`config.mk`:
```
export PLATFORM = sky130hd
export DESIGN_NAME = pacman_motion
export DESIGN_NICKNAME = d
export VERILOG_FILES = /design/src/rtl/pacman_pkg.sv /design/src/rtl/pacman_motion_key_decoder.sv /design/src/rtl/pacman_motion.sv
export SDC_FILE = /design/constraint.sdc
export NUM_CORES = 1
export LEC_CHECK = 0
export BUFFER_PORTS_ARGS = -buffer_cell sky130_fd_sc_hd__buf_4
export CAP_MARGIN = 10
export CORE_MARGIN = 1.5
export CORE_UTILIZATION = 57
export DETAILED_ROUTE_END_ITERATION = 8
export PLACE_DENSITY = 0.86
export SKIP_CTS_REPAIR_TIMING = 1
export SYNTH_ARGS = -nofsm -noshare
export SYNTH_HDL_FRONTEND = slang
export SYNTH_HIERARCHICAL = 1
export SYNTH_SLANG_ARGS = --single-unit
```
`constraint.sdc`:
```
create_clock -name Clk -period 3.95 [get_ports Clk]
set_clock_uncertainty 0.2 [all_clocks]
set_input_delay 0.79 -clock Clk [delete_from_list [all_inputs] [get_ports Clk]]
set_output_delay 0.79 -clock Clk [all_outputs]
set_load 0.05 [all_outputs]
```
`src/rtl/pacman_pkg.sv`:
```
// Shared types and constants for the Pac-Man sprite motion controller.
package pacman_pkg;

  typedef enum logic [1:0] {
    UP    = 2'd0,
    DOWN  = 2'd1,
    LEFT  = 2'd2,
    RIGHT = 2'd3
  } dir_t;

  typedef enum logic {
    STOPPED = 1'b0,
    MOVING  = 1'b1
  } state_t;

  localparam logic [7:0] KEY_W = 8'h1A;
  localparam logic [7:0] KEY_S = 8'h16;
  localparam logic [7:0] KEY_A = 8'h04;
  localparam logic [7:0] KEY_D = 8'h07;

  localparam int TILE       = 32;
  localparam int TILE_SHIFT = $clog2(TILE);

  // Largest legal top-left coordinates for a 32x32 sprite on a 640x480 screen.
  localparam logic [9:0] X_MAX = 10'd608;
  localparam logic [9:0] Y_MAX = 10'd448;

  // Encodings pair up so that flipping bit 0 yields the opposite heading.
  function automatic dir_t opposite(input dir_t d);
    return dir_t'(d ^ 2'b01);
  endfunction

endpackage

```
`src/rtl/pacman_motion_key_decoder.sv`:
```
// Maps a USB HID keycode onto a movement request (valid + heading).
module key_decoder
  import pacman_pkg::*;
(
  input  logic [7:0] keycode,
  output logic       valid,
  output dir_t       key_dir
);

  always_comb begin
    valid   = 1'b1;
    key_dir = RIGHT;
    case (keycode)
      KEY_W:   key_dir = UP;
      KEY_S:   key_dir = DOWN;
      KEY_A:   key_dir = LEFT;
      KEY_D:   key_dir = RIGHT;
      default: valid   = 1'b0;
    endcase
  end

endmodule

```
`src/rtl/pacman_motion.sv`:
```
// Frame-ticked sprite motion: queued turns, wall stops, clamped stepping and tile-entry pulses.
module pacman_motion
  import pacman_pkg::*;
#(
  parameter int unsigned STEP    = 1,
  parameter logic [9:0]  START_X = 10'd32,
  parameter logic [9:0]  START_Y = 10'd32
) (
  input  logic       Clk,
  input  logic       Reset,
  input  logic       frame_tick,
  input  logic [7:0] keycode,
  input  logic       is_wall_up,
  input  logic       is_wall_down,
  input  logic       is_wall_left,
  input  logic       is_wall_right,
  output logic [9:0] Ball_X_Pos_out,
  output logic [9:0] Ball_Y_Pos_out,
  output dir_t       dir,
  output logic       moving,
  output logic [4:0] tile_x,
  output logic [3:0] tile_y,
  output logic       tile_entered
);

  generate
    if (!(STEP == 1 || STEP == 2 || STEP == 4 || STEP == 8)) begin : g_bad_step
      $error("pacman_motion: STEP must be 1, 2, 4 or 8");
    end
  endgenerate

  localparam logic [9:0]  STEP_10   = 10'(STEP);
  localparam logic [10:0] STEP_11   = 11'(STEP);
  localparam logic [9:0]  TILE_MASK = 10'(TILE - 1);

  logic [9:0] x_reg, x_next;
  logic [9:0] y_reg, y_next;
  dir_t       dir_reg, dir_next;
  state_t     state_reg, state_next;
  dir_t       pending_dir_reg, pending_dir_next;
  logic       pending_valid_reg, pending_valid_next;
  logic       tile_entered_reg, tile_entered_next;

  logic       key_valid;
  dir_t       key_dir;

  key_decoder u_key_decoder (
    .keycode (keycode),
    .valid   (key_valid),
    .key_dir (key_dir)
  );

  function automatic logic wall_of(input dir_t d, input logic wu, input logic wd,
                                   input logic wl, input logic wr);
    case (d)
      UP:      return wu;
      DOWN:    return wd;
      LEFT:    return wl;
      default: return wr;
    endcase
  endfunction

  logic       aligned;
  logic       pend_reverse, pend_same, pend_perp;
  logic       turn_take;
  dir_t       res_dir;
  logic       blocked;
  logic [9:0] x_step, y_step;
  logic       step_aligned;

  assign aligned = ((x_reg & TILE_MASK) == 10'd0) && ((y_reg & TILE_MASK) == 10'd0);

  // A reverse never needs alignment; a perpendicular turn waits for a tile corner and an open path.
  always_comb begin
    pend_reverse = pending_valid_reg && (pending_dir_reg == opposite(dir_reg));
    pend_same    = pending_valid_reg && (pending_dir_reg == dir_reg);
    pend_perp    = pending_valid_reg && !pend_reverse && !pend_same;
    turn_take    = pend_reverse ||
                   (pend_perp && aligned &&
                    !wall_of(pending_dir_reg, is_wall_up, is_wall_down, is_wall_left, is_wall_right));
    res_dir      = turn_take ? pending_dir_reg : dir_reg;
    blocked      = wall_of(res_dir, is_wall_up, is_wall_down, is_wall_left, is_wall_right);
  end

  always_comb begin
    x_step = x_reg;
    y_step = y_reg;
    case (res_dir)
      UP:    y_step = (y_reg < STEP_10) ? 10'd0 : (y_reg - STEP_10);
      DOWN:  y_step = (({1'b0, y_reg} + STEP_11) > {1'b0, Y_MAX}) ? Y_MAX
                                                                   : 10'({1'b0, y_reg} + STEP_11);
      LEFT:  x_step = (x_reg < STEP_10) ? 10'd0 : (x_reg - STEP_10);
      RIGHT: x_step = (({1'b0, x_reg} + STEP_11) > {1'b0, X_MAX}) ? X_MAX
                                                                   : 10'({1'b0, x_reg} + STEP_11);
      default: ;
    endcase
    step_aligned = ((x_step & TILE_MASK) == 10'd0) && ((y_step & TILE_MASK) == 10'd0);
  end

  always_comb begin
    x_next             = x_reg;
    y_next             = y_reg;
    dir_next           = dir_reg;
    state_next         = state_reg;
    pending_dir_next   = pending_dir_reg;
    pending_valid_next = pending_valid_reg;
    tile_entered_next  = 1'b0;

    if (frame_tick) begin
      dir_next = res_dir;
      if (pend_reverse || pend_same || turn_take) begin
        pending_valid_next = 1'b0;
      end
      case (state_reg)
        STOPPED: begin
          if (!blocked) begin
            state_next        = MOVING;
            x_next            = x_step;
            y_next            = y_step;
            tile_entered_next = step_aligned;
          end
        end
        MOVING: begin
          if (blocked) begin
            state_next = STOPPED;
          end else begin
            x_next            = x_step;
            y_next            = y_step;
            tile_entered_next = step_aligned;
          end
        end
        default: state_next = STOPPED;
      endcase
    end

    // A fresh key on the same cycle as a taken turn becomes the new request.
    if (key_valid) begin
      pending_valid_next = 1'b1;
      pending_dir_next   = key_dir;
    end
  end

  always_ff @(posedge Clk) begin
    if (Reset) begin
      x_reg             <= START_X;
      y_reg             <= START_Y;
      dir_reg           <= RIGHT;
      state_reg         <= STOPPED;
      pending_dir_reg   <= RIGHT;
      pending_valid_reg <= 1'b0;
      tile_entered_reg  <= 1'b0;
    end else begin
      x_reg             <= x_next;
      y_reg             <= y_next;
      dir_reg           <= dir_next;
      state_reg         <= state_next;
      pending_dir_reg   <= pending_dir_next;
      pending_valid_reg <= pending_valid_next;
      tile_entered_reg  <= tile_entered_next;
    end
  end

  assign Ball_X_Pos_out = x_reg;
  assign Ball_Y_Pos_out = y_reg;
  assign dir            = dir_reg;
  assign moving         = (state_reg == MOVING);
  assign tile_x         = 5'(x_reg >> TILE_SHIFT);
  assign tile_y         = 4'(y_reg >> TILE_SHIFT);
  assign tile_entered   = tile_entered_reg;

endmodule

```
* Word-level counts from Yosys, hierarchy flattened
Index checks and enable logic that the tools add are counted.
** Cells by class
- Add/sub/neg operators :: 4
- Multipliers :: 0
- Divide/modulo/power cells :: 0
- Order comparisons :: 4
- Equality and inequality tests :: 11
- Shift operators :: 0
- Multiplexer cells :: 17
- Bitwise logic cells :: 3
- Reductions and logical operators :: 30
** Operator list (number)
- $mux W10 :: 6
- $logic_not A10 Y1 :: 4
- $pmux W10 S2 :: 2
- $add A10 B1 Y11 const B :: 2
- $lt A10 B1 Y1 const B :: 2
- $sub A10 B1 Y10 const B :: 2
- $eq A8 B3 Y1 const B :: 2
- $eq A8 B5 Y1 const B :: 2
- $gt A11 B10 Y1 const B :: 1
- $gt A11 B9 Y1 const B :: 1
- $logic_and A1 B1 Y1 :: 8
- $reduce_bool A2 Y1 :: 4
- $eq A2 B2 Y1 const B :: 3
- $pmux W1 S3 :: 2
- $pmux W2 S3 :: 1
- $reduce_and A3 Y1 :: 2
- $mux W1 :: 5
- $eq A2 B1 Y1 const B :: 2
- $eq A2 B2 Y1 :: 2
- $logic_not A2 Y1 :: 2
- $reduce_and A2 Y1 :: 2
- $reduce_or A4 Y1 :: 1
- $logic_not A1 Y1 :: 3
- $logic_or A1 B1 Y1 :: 3
- 3 further kinds :: 5
** Word-level totals
- Register bits :: 27
- Latch bits :: 0
- RAM bits :: 0
- Bits in read-only memories :: 0
- Input bits :: 15
- Output and inout bits :: 33
- Word-level logic and storage cells :: 78
- Memories :: 0

* Depth between registers and ports, before layout
- Depth in word-level cells :: 14
- Depth in mapped cells :: 12
- Mapped depth without buffers :: 10

* Hierarchy
Netlist, hierarchy kept.
** By module, submodules not included
- pacman_motion :: times used 1, cells each 343, area an instance 2502.4 um2, sequential area each 540.5 um2
- key_decoder :: times used 1, cells each 14, area an instance 88.8 um2, sequential area each 0.0 um2

* Least setup slack after synthesis
No wires, ideal clock.
- Path type :: input port to flip-flop
- From :: input is_wall_right
- To :: register tile_entered_reg (netlist: tile_entered)
- Setup time :: 0.088 ns
- Arrival :: 3.276 ns
- Data required time :: 3.662 ns
- Path slack :: 0.386 ns
- Stages on the path :: 8
- Path buffers :: 0
- Path through :: mux4_2 o41a_1 a211o_4 a2111oi_4 a31oi_4 a311oi_2 o2111ai_1 nor4_2
** On the way
- Cells in the longest elaborated chain, start to end :: 9
- Elaborated cells on any way between the ends :: 16
- Classes of those cells :: eq/ne: 3; mux: 5; reduce/logical: 8
** Ends and longest elaborated chain
- from (decl) :: line pacman_motion.sv:16 : input logic is_wall_right,
- $pmux W1 S3 :: line pacman_motion.sv:55 : case (d)
- $logic_not A1 Y1 :: line pacman_motion.sv:80 : !wall_of(pending_dir_reg, is_wall_up, is_wall_down, is_wall_left, is_wall_right));
- $logic_and A1 B1 Y1 :: line pacman_motion.sv:79 : (pend_perp && aligned &&
- $logic_or A1 B1 Y1 :: line pacman_motion.sv:78 : turn_take = pend_reverse ||
- $mux W2 :: line pacman_motion.sv:81 : res_dir = turn_take ? pending_dir_reg : dir_reg;
- $eq A2 B2 Y1 (tied with other cells) :: line pacman_motion.sv:88 : case (res_dir)
- $pmux W10 S2 :: line pacman_motion.sv:88
- $logic_not A10 Y1 :: line pacman_motion.sv:97 : step_aligned = ((x_step & TILE_MASK) == 10'd0) && ((y_step & TILE_MASK) == 10'd0);
- $logic_and A1 B1 Y1 :: line pacman_motion.sv:97
- to (signal assigned) :: line pacman_motion.sv:159 : tile_entered_reg <= tile_entered_next;
- to (decl) :: line pacman_motion.sv:42 : logic tile_entered_reg, tile_entered_next;
Several ways; a longest one is shown, not always the timed one.
A chain may end at the register's enable or synchronous reset.

* Worst setup path in the final report
Ends and elaborated chain as after synthesis.

==> impl_metrics.tcl <==
set metrics [dict create \
    syn_to_final_growth_pct 15.3 \
    fmax_mhz 275 \
    finalHoldViolCount 0 \
    critical_path_class "input pin to flop" \
    design.core.area_mm2 0.00435 \
    grt_antenna_before_repair 0 \
    timing.rr.end "tile_entered" \
    ys_types 69 \
    cp-startpoint "is_wall_right" \
    fin_nets 412 \
    synth_seq_cells 27 \
    worstMarginPinSlew_ns 0.683 \
    endpoint "tile_entered" \
    fin_setup_tns_ns 0 \
    ys.warnings.count 6 \
    fillers 371 \
    ant_nets 0 \
    globalplace.congestion 0.923 \
    slew_headroom_pct 54.5 \
    syn_area_mm2 0.00259 \
    grt_max_degree 22 \
    cts_tree "yes" \
    cts-root-buf "clkbuf_8" \
    place_hpwl_um 5600 \
    p_leak_nw 1.18 \
    design.die.area_mm2 0.00496 \
    clock_sinks 27 \
    async_flop_share_pct 0 \
    numPortBuffers 47 \
    syn-num-nets 379 \
    drt_pass1_iterations 5 \
    grt_busiest_layer "met2" \
    routed_via_density 6.70 \
    min_period_ns 3.63 \
    cts_inserted_buffers 3 \
    vias 2954 \
    cp.arrival_ns 3.62 \
    htreeDepth 1 \
    clk_path_buf_depth 2 \
    power_w 0.000820 \
    max_cap_viol_count 0 \
    ys.flop_type "dfxtp_1" \
    ir_drop_uv 191 \
    cp-end-kind "flop" \
    num_antenna_cells 0 \
    worstPathMaxFanout 4 \
    p_per_area_mw_per_mm2 275 \
    die_y_um 70.4 \
    drt-total-wl_um 7620 \
    ff2ff_path_depth 8 \
    worst_ep_required_time_ns 3.94 \
    r2r_setup_slack_ns 0.43 \
    status "finished clean" \
    die_w_um 70.4 \
    grt_use_total_pct 30.2 \
    wl_per_cell_um 17.3 \
    grt_pass1_wl_um 12400 \
    holdCritPathClass "flop to flop" \
    overflow 0 \
    rows 24 \
    slew_violations 0 \
    io_pins 48 \
    drive_gt1_share_pct 19.8 \
    synth_edf_count 0 \
    initial_core_util_pct 59.5 \
    rr_startpoint "Ball_X_Pos_out[4]" \
    drt_iter0_drc 307 \
    met1_usage_pct 42.7 \
    syn_inst 357 \
    clk_latency_ns 0.27 \
    globalRouteMet2Util_pct 48.5 \
    grt_pass1_vias 2619 \
    final-setup-viol-count 0 \
    cts.clk_slew.worst_paths_ns 0.10 \
    postSynthAreaPerCell_um2 7.26 \
    drc 0 \
    ys_seq_area_share_pct 20.9 \
    grt_util_met3_pct 2.74 \
    startpoint_type "input pin" \
    period_share_pct 92.0 \
    rsz0062_at_grt "false" \
]
power breakdown:
part | switching [W] | internal (W) | leakage [nW]
logic | 0.000217 | 0.000122 | 0.936
clock network | 0.0000928 | 0.0000717 | 0.0217
registers | 0.0000320 | 0.000285 | 0.220
total | 0.000341 | 0.000479 | 1.18
cells by family after synthesis:
family	count (synthesis)	synth area share, %
AOI/OAI and AO/OA	113	31.6
xor gates and xnor gates	10	3.38
adders and majority gates	7	3.38
buffers and inverters	47	8.64
DFF	27	20.9
muxes	7	3.19
and+or+nand+nor	146	29.0
worst min-delay path by stage:
stage                      startpoint           endpoint  cells after the start
floorplan           pending_valid_reg  pending_valid_reg                      2
global placement    pending_valid_reg  pending_valid_reg                      2
detailed placement  pending_valid_reg  pending_valid_reg                      2
CTS                 pending_valid_reg  pending_valid_reg                      2
global route        pending_valid_reg  pending_valid_reg                      2
finish              pending_valid_reg  pending_valid_reg                      2
final cells by class:
cell class	instances	area, µm²	share of cell area [%]
clock buffers	3	41.3	1.38
flip-flops and latches	27	541	18.1
inverters	15	56.3	1.88
multi-input cells	283	1830	61.1
well taps	52	65.1	2.18
repair buffers	60	450	15.1
clock inverters	1	7.51	0.251
metrics by stage:
stage	setup WS (ns)	instance area [µm²]	hold WS [ns]	util, %	std cells
after floorplan	0.386	2590	0.275	-	357
after global placement	0.174	2940	0.315	67.5	437
after detailed placement	0.0630	2940	0.316	67.5	437
after CTS	0.334	2990	0.333	68.6	441
after global routing	0.187	2990	0.350	68.6	441
final	0.316	2990	0.332	68.6	441
Yosys cell counts (7+ instances only):
cell type / instances / area (µm²)
a211oi_1: 7 / 52.6
a21oi_1: 27 / 135
buf_4: 9 / 67.6
clkbuf_1: 16 / 60.1
dfxtp_1: 27 / 541
ha_1: 7 / 87.6
inv_1: 15 / 56.3
nand2_1: 28 / 105
nand3_1: 17 / 85.1
nor2_1: 38 / 143
nor3_1: 15 / 75.1
o21a_1: 7 / 52.6
o21ai_0: 20 / 100
cell usage in the layout (no fill, tap or decap), types with 3 or more instances in the layout:
cell and instances:
and2_1 3, o21ai_0 20, a211oi_1 7, nor3_1 15, a31oi_1 5, o211ai_1 5, ha_1 7, nand3_1 17
dfxtp_1 27, nand3b_1 3, or4_1 4, xor2_1 5, a21oi_1 27, or3_1 5, nand4_1 6, o22ai_1 3
and3_1 6, nor4_1 6, o21a_1 7, nand2_1 28, xnor2_1 5, o211a_1 3, inv_1 15, buf_4 60
clkbuf_8 3, a21o_1 4, nor2_1 38, mux2i_1 6
per-layer routing:
| layer | share of wire, % | vias to the layer above |
|---|---|---|
| li1 | - | 1390 |
| met1 | 45 | 1391 |
| met2 | 46 | 161 |
| met3 | 7.6 | 12 |
| met4 | 0.77 | 0 |
| met5 | 0 | - |
critical path, stage by stage:
cell and delay (ns):
buf_4 0.13, mux4_2 0.53, o41a_1 0.50, a211oi_1 0.42, mux2i_1 0.31, buf_4 0.16, a31oi_4 0.09, a311oi_2 0.26
o2111ai_1 0.18, nor4_2 0.24
(Power assumes the default switching activity.)
